### src/rtl/uart_pkg.sv
// Shared UART definitions: frame state encoding, line levels and parity helper.
package uart_pkg;

  localparam int   UART_DATA_BITS   = 8;
  localparam logic UART_IDLE_LEVEL  = 1'b1;
  localparam logic UART_START_LEVEL = 1'b0;

  typedef enum logic [2:0] {
    IDLE,
    START,
    DATA,
    PARITY,
    STOP
  } uart_tx_state_e;

  function automatic logic even_parity(input logic [UART_DATA_BITS-1:0] b);
    return ^b;
  endfunction

endpackage

### src/rtl/uart_tx_fifo.sv
// Synchronous byte FIFO with occupancy count; full blocks pushes with no pop bypass.
module uart_tx_fifo #(
  parameter int FIFO_DEPTH = 8,
  parameter int DATA_W     = 8
) (
  input  logic                         clk,
  input  logic                         rst_n,
  input  logic                         push,
  input  logic [DATA_W-1:0]            wdata,
  input  logic                         pop,
  output logic [DATA_W-1:0]            rdata,
  output logic                         full,
  output logic                         empty,
  output logic [$clog2(FIFO_DEPTH):0]  count
);
  localparam int AW = $clog2(FIFO_DEPTH);
  localparam int CW = AW + 1;

  logic [DATA_W-1:0] mem [FIFO_DEPTH];
  logic [AW-1:0]     wr_ptr;
  logic [AW-1:0]     rd_ptr;
  logic              do_push;
  logic              do_pop;

  assign full    = (count == CW'(FIFO_DEPTH));
  assign empty   = (count == '0);
  assign do_push = push && !full;
  assign do_pop  = pop && !empty;
  assign rdata   = mem[rd_ptr];

  always_ff @(posedge clk) begin
    if (do_push) mem[wr_ptr] <= wdata;
  end

  // Depth is a power of two, so pointers wrap by natural overflow.
  always_ff @(posedge clk or negedge rst_n) begin
    if (!rst_n) begin
      wr_ptr <= '0;
      rd_ptr <= '0;
      count  <= '0;
    end else begin
      if (do_push) wr_ptr <= wr_ptr + 1'b1;
      if (do_pop)  rd_ptr <= rd_ptr + 1'b1;
      case ({do_push, do_pop})
        2'b10:   count <= count + 1'b1;
        2'b01:   count <= count - 1'b1;
        default: count <= count;
      endcase
    end
  end

endmodule

### src/rtl/uart_tx_core.sv
// UART transmitter: byte FIFO feeding a start/data/parity/stop serializer.
// The divisor is captured per frame so cfg_div_i changes only affect later frames.
module uart_tx_core
  import uart_pkg::*;
#(
  parameter int FIFO_DEPTH = 8,
  parameter int PARITY_EN  = 0,
  parameter int DIV_W      = 16
) (
  input  logic                         clk,
  input  logic                         rst_n,
  input  logic                         cfg_en_i,
  input  logic [DIV_W-1:0]             cfg_div_i,
  input  logic [UART_DATA_BITS-1:0]    tx_data_i,
  input  logic                         tx_valid_i,
  output logic                         tx_ready_o,
  output logic                         tx_o,
  output logic                         busy_o,
  output logic [$clog2(FIFO_DEPTH):0]  fifo_count_o
);
  localparam int CW    = $clog2(FIFO_DEPTH) + 1;
  localparam int IDX_W = $clog2(UART_DATA_BITS);

  logic                      push;
  logic                      pop;
  logic                      fifo_full;
  logic                      fifo_empty;
  logic [UART_DATA_BITS-1:0] fifo_rdata;
  logic [CW-1:0]             fifo_count;
  logic [CW-1:0]             count_d;

  uart_tx_state_e            state_q, state_d;
  logic [DIV_W-1:0]          div_q, div_d;
  logic [DIV_W-1:0]          timer_q, timer_d;
  logic [DIV_W-1:0]          div_eff;
  logic [IDX_W-1:0]          bit_idx_q, bit_idx_d;
  logic [UART_DATA_BITS-1:0] shift_q, shift_d;
  logic                      par_q, par_d;
  logic                      tx_q, tx_d;
  logic                      busy_q, busy_d;
  logic                      bit_end;
  logic                      launch;

  uart_tx_fifo #(
    .FIFO_DEPTH (FIFO_DEPTH),
    .DATA_W     (UART_DATA_BITS)
  ) u_fifo (
    .clk   (clk),
    .rst_n (rst_n),
    .push  (push),
    .wdata (tx_data_i),
    .pop   (pop),
    .rdata (fifo_rdata),
    .full  (fifo_full),
    .empty (fifo_empty),
    .count (fifo_count)
  );

  // Ready depends only on registered occupancy, never on tx_valid_i.
  assign tx_ready_o   = !fifo_full;
  assign push         = tx_valid_i && !fifo_full;
  assign pop          = launch;
  assign fifo_count_o = fifo_count;
  assign tx_o         = tx_q;
  assign busy_o       = busy_q;

  assign div_eff = (cfg_div_i == '0) ? DIV_W'(1) : cfg_div_i;
  assign bit_end = (timer_q == '0);

  always_comb begin
    count_d = fifo_count;
    if (push && !pop)      count_d = fifo_count + 1'b1;
    else if (pop && !push) count_d = fifo_count - 1'b1;
  end

  always_comb begin
    state_d   = state_q;
    div_d     = div_q;
    timer_d   = timer_q;
    bit_idx_d = bit_idx_q;
    shift_d   = shift_q;
    par_d     = par_q;
    launch    = 1'b0;

    if (state_q != IDLE) timer_d = bit_end ? (div_q - 1'b1) : (timer_q - 1'b1);

    case (state_q)
      IDLE:   if (cfg_en_i && !fifo_empty) launch = 1'b1;
      START:  if (bit_end) begin
                state_d   = DATA;
                bit_idx_d = '0;
              end
      DATA:   if (bit_end) begin
                shift_d = shift_q >> 1;
                if (bit_idx_q == IDX_W'(UART_DATA_BITS - 1)) state_d = (PARITY_EN != 0) ? PARITY : STOP;
                else                                         bit_idx_d = bit_idx_q + 1'b1;
              end
      PARITY: if (bit_end) state_d = STOP;
      STOP:   if (bit_end) begin
                if (cfg_en_i && !fifo_empty) launch  = 1'b1;
                else                         state_d = IDLE;
              end
      default: state_d = IDLE;
    endcase

    // Stop-to-start chaining reuses the idle launch path, giving zero gap.
    if (launch) begin
      state_d   = START;
      shift_d   = fifo_rdata;
      par_d     = even_parity(fifo_rdata);
      div_d     = div_eff;
      timer_d   = div_eff - 1'b1;
      bit_idx_d = '0;
    end

    case (state_d)
      START:   tx_d = UART_START_LEVEL;
      DATA:    tx_d = shift_d[0];
      PARITY:  tx_d = par_d;
      default: tx_d = UART_IDLE_LEVEL;
    endcase

    busy_d = (state_d != IDLE) || (count_d != '0);
  end

  always_ff @(posedge clk or negedge rst_n) begin
    if (!rst_n) begin
      state_q   <= IDLE;
      div_q     <= '0;
      timer_q   <= '0;
      bit_idx_q <= '0;
      shift_q   <= '0;
      par_q     <= 1'b0;
      tx_q      <= UART_IDLE_LEVEL;
      busy_q    <= 1'b0;
    end else begin
      state_q   <= state_d;
      div_q     <= div_d;
      timer_q   <= timer_d;
      bit_idx_q <= bit_idx_d;
      shift_q   <= shift_d;
      par_q     <= par_d;
      tx_q      <= tx_d;
      busy_q    <= busy_d;
    end
  end

endmodule

### config.mk
export PLATFORM = sky130hd
export DESIGN_NAME = uart_tx_core
export DESIGN_NICKNAME = d
export VERILOG_FILES = /design/src/rtl/uart_pkg.sv /design/src/rtl/uart_tx_fifo.sv /design/src/rtl/uart_tx_core.sv
export SDC_FILE = /design/constraint.sdc
export NUM_CORES = 1
export LEC_CHECK = 0
export ABC_AREA = 1
export ABC_CLOCK_PERIOD_IN_PS = 6400
export CAP_MARGIN = 20
export CORE_ASPECT_RATIO = 1.2
export CORE_MARGIN = 2
export CORE_UTILIZATION = 35
export DETAILED_ROUTE_END_ITERATION = 8
export PLACE_DENSITY_LB_ADDON = 0.08
export SYNTH_ARGS = -nofsm -noshare
export SYNTH_HDL_FRONTEND = slang
export SYNTH_SLANG_ARGS = --single-unit
export TNS_END_PERCENT = 5
### constraint.sdc
create_clock -name clk -period 6.4 [get_ports clk]
set_input_delay 0.96 -clock clk [delete_from_list [all_inputs] [get_ports clk]]
set_output_delay 0.96 -clock clk [all_outputs]
set_load 0.01 [all_outputs]
==> impl_metrics.ini <==
[status]
outcome = complete, no violations

[yosys]
synth_cell_type_count = 35
synth.yosys.seq_area_share = 0.547
syn_area_um2 = 6210
avgSynthCellArea_um2 = 8.25
synthFlopType = edfxtp_1
netlist_top_cells_count = nand2_1, nor2_1, edfxtp_1
yosysMostFrequentCell = nand2_1
synth_top_area_cell = edfxtp_1
synth-seq-cells = 123
yosys.area.top_type_share = 0.309
synthArstFlopShare = 0.480
ys_warn_count = 0
syn_nets = 789
synth-edff-count = 64
synth_cells = 753
netlist_top_cells_area = edfxtp_1, dfrtp_1, nand2_1, nor2_1, nand3_1

[grt]
antenna_found_initial = 0
grt_pass1_vias = 4886
grt_usage = 0.172
grt_pass1_wl_um = 25200
overflow = 0
grt_max_degree = 60

[placement]
dp_hpwl_um = 10800
port_buffers = 34
place_congestion = 0.823
place_ws_ns = 2.41
dp_cells = 987

[worst_setup_path]
critPathCaptureType = flop
startpoint_type = input pin
worst-path-max-fanout = 37
critPathArrivalTime_ns = 3.84
worstReg2RegEnd = timer_q[10]$_DFFE_PN0P_
reg2reg_slack_ns = 2.88
r2r-start = u_fifo.count[0]$_DFFE_PN0P_
path_class = in2reg
reg2reg_depth = 21
cp.required_ns = 6.71

[detailed_routing]
drtIter0Drc = 301
first_pass_iters = 5
vias = 5013
via_per_inst = 4.92
drc = 0
detail_route.wirelength_um = 15400
ant_nets = 0
routedWlPerCell_um = 15.1

[power]
p_leak_nw = 3.31
vdd_drop_max_mv = 0.203
p_per_area_nw_per_um2 = 484

[sta]
max_freq_mhz = 283
fin_crit_ns = 3.53
tightest_slew_ns = 1.01
fin_ws_ns = 2.87
fin_crit_sh = 0.552
hold_viol = 0
clock_skew_ns = 0.0116
rsz0062_at_grt = no
totalNegativeSetupSlack_ns = 0
slew-limit-headroom = 0.322
finalSetupViolCount = 0
slew_violations = 0

[clock_network]
cts_hold_buffers = 0
cts.sinks = 123
clockRootBuffer = clkbuf_16
cts_setup_buffers = 0
h-tree-depth = 4
cts_buffer_depth = 2
numCtsBuffers = 17
cts_tree = built
cts.clk_slew.worst_paths_ns = 0.06
cts_resized = 0
insertion_delay_ns = 0.42

[floorplan]
start_util = 0.356
ios = 35
die_y_um = 150
rows = 53
die_w_um = 126
die-area_um2 = 18800
fp.coreArea_um2 = 17400

[layout]
final_cells = 1019
area_growth_pct = 17.8
nFillCells = 1735
regArea_um2 = 3400
diodes = 0
nNetsFinal = 822
drive_gt1_frac = 0.0751
multi_input_area_um2 = 2490

[min_path]
hold_start = div_q[5]$_DFFE_PN0N_
whs_endpoint = div_q[5]$_DFFE_PN0N_
hold_depth = 2
min_path_type = reg2reg

[job]
cap_viol_max_count = 0
==> layer usage <==
| layer | share of wire | vias up | global-route usage |
|---|---|---|---|
| met4 | 0.017 | 0 | 0.0650 |
| met2 | 0.52 | 74 | 0.313 |
| met1 | 0.43 | 2390 | 0.198 |
| met5 | 0 | - | 0 |
| li1 | - | 2521 | - |
| met3 | 0.029 | 28 | 0.0375 |
==> worst max path at each step <==
| stage | startpoint | endpoint | slack (ns) |
|---|---|---|---|
| after floorplan | cfg_en_i | timer_q[10]$_DFFE_PN0P_ | 3.90 |
| after global placement | cfg_en_i | timer_q[10]$_DFFE_PN0P_ | 2.47 |
| final | cfg_en_i | timer_q[10]$_DFFE_PN0P_ | 2.87 |
| after global routing | u_fifo.count[0]$_DFFE_PN0P_ | timer_q[10]$_DFFE_PN0P_ | 2.44 |
| after CTS | u_fifo.count[0]$_DFFE_PN0P_ | timer_q[10]$_DFFE_PN0P_ | 2.83 |
| after detailed placement | cfg_en_i | timer_q[10]$_DFFE_PN0P_ | 2.41 |
==> logic make-up (layout without fill, tap and decap cells) <==
| family | after synthesis | count (layout) | synth area share |
|---|---|---|---|
| AOI/OAI and AO/OA | 82 | 82 | 0.0725 |
| adders and majority gates | 8 | 8 | 0.0161 |
| xor gates and xnor gates | 10 | 10 | 0.0141 |
| buffers and inverters | 81 | 127 | 0.0520 |
| DFF | 123 | 123 | 0.547 |
| and+or+nand+nor | 449 | 449 | 0.298 |
==> cells in the final DEF, fill, tap and decap left out, types with 7 or more instances in the layout <==
cell type and n:
o21ai_1 15, clkdlybuf4s50_1 33, dfrtp_1 58, nand3_1 61
xor2_1 7, nor2_1 121, ha_1 8, nand2_1 245
a21oi_1 9, edfxtp_1 64, inv_1 52, clkbuf_16 17
o21ai_0 43
==> area by class of cell <==
type / instances / share of cell area
flip-flops and latches: 123 / 0.465
clock inverters: 15 / 0.0209
well taps: 220 / 0.0376
multi-input cells: 549 / 0.340
repair buffers: 36 / 0.0479
inverters: 59 / 0.0304
clock buffers: 17 / 0.0581
==> report_power, final <==
group	internal, W	switching (W)
clock network	0.000549	0.000395
logic	0.000464	0.000903
registers	0.00107	0.000163
total	0.00208	0.00146
==> metrics by stage <==
step           instance area (um2)  hold slack [ns]   util  total power [W]
5_1_grt                       7320            0.491  0.419          0.00386
6_report                      7320            0.478  0.419          0.00354
3_3_place_gp                  6740            0.456  0.386          0.00262
3_5_place_dp                  6740            0.466  0.386          0.00264
4_1_cts                       7320            0.482  0.419          0.00359
2_1_floorplan                 6210            0.443      -          0.00225
==> worst max-delay path: stages <==
cell and delay [ns]:
clkdlybuf4s50_1 0.49, nand2_2 0.09, nor2_4 0.36, nand2_4 0.35, clkinv_2 0.31, nor2_1 0.11, nor2_4 0.12, ha_1 0.17
inv_1 0.04, nor2_1 0.17, nand2_1 0.16, nor2_1 0.21, nand2_1 0.07, nand2_1 0.06, nand2_1 0.05, nand2_1 0.05
nand2_1 0.06
==> registers in the layout (all words and copies together), names as in the netlist <==
name and flops:
state_q 3, shift_q 8, u_fifo.count 4, tx_o 1
u_fifo.wr_ptr 3, par_q 1, busy_o 1, div_q 16
bit_idx_q 3, u_fifo.mem 64, u_fifo.rd_ptr 3, timer_q 16
Power figures use the tool's default switching activity.
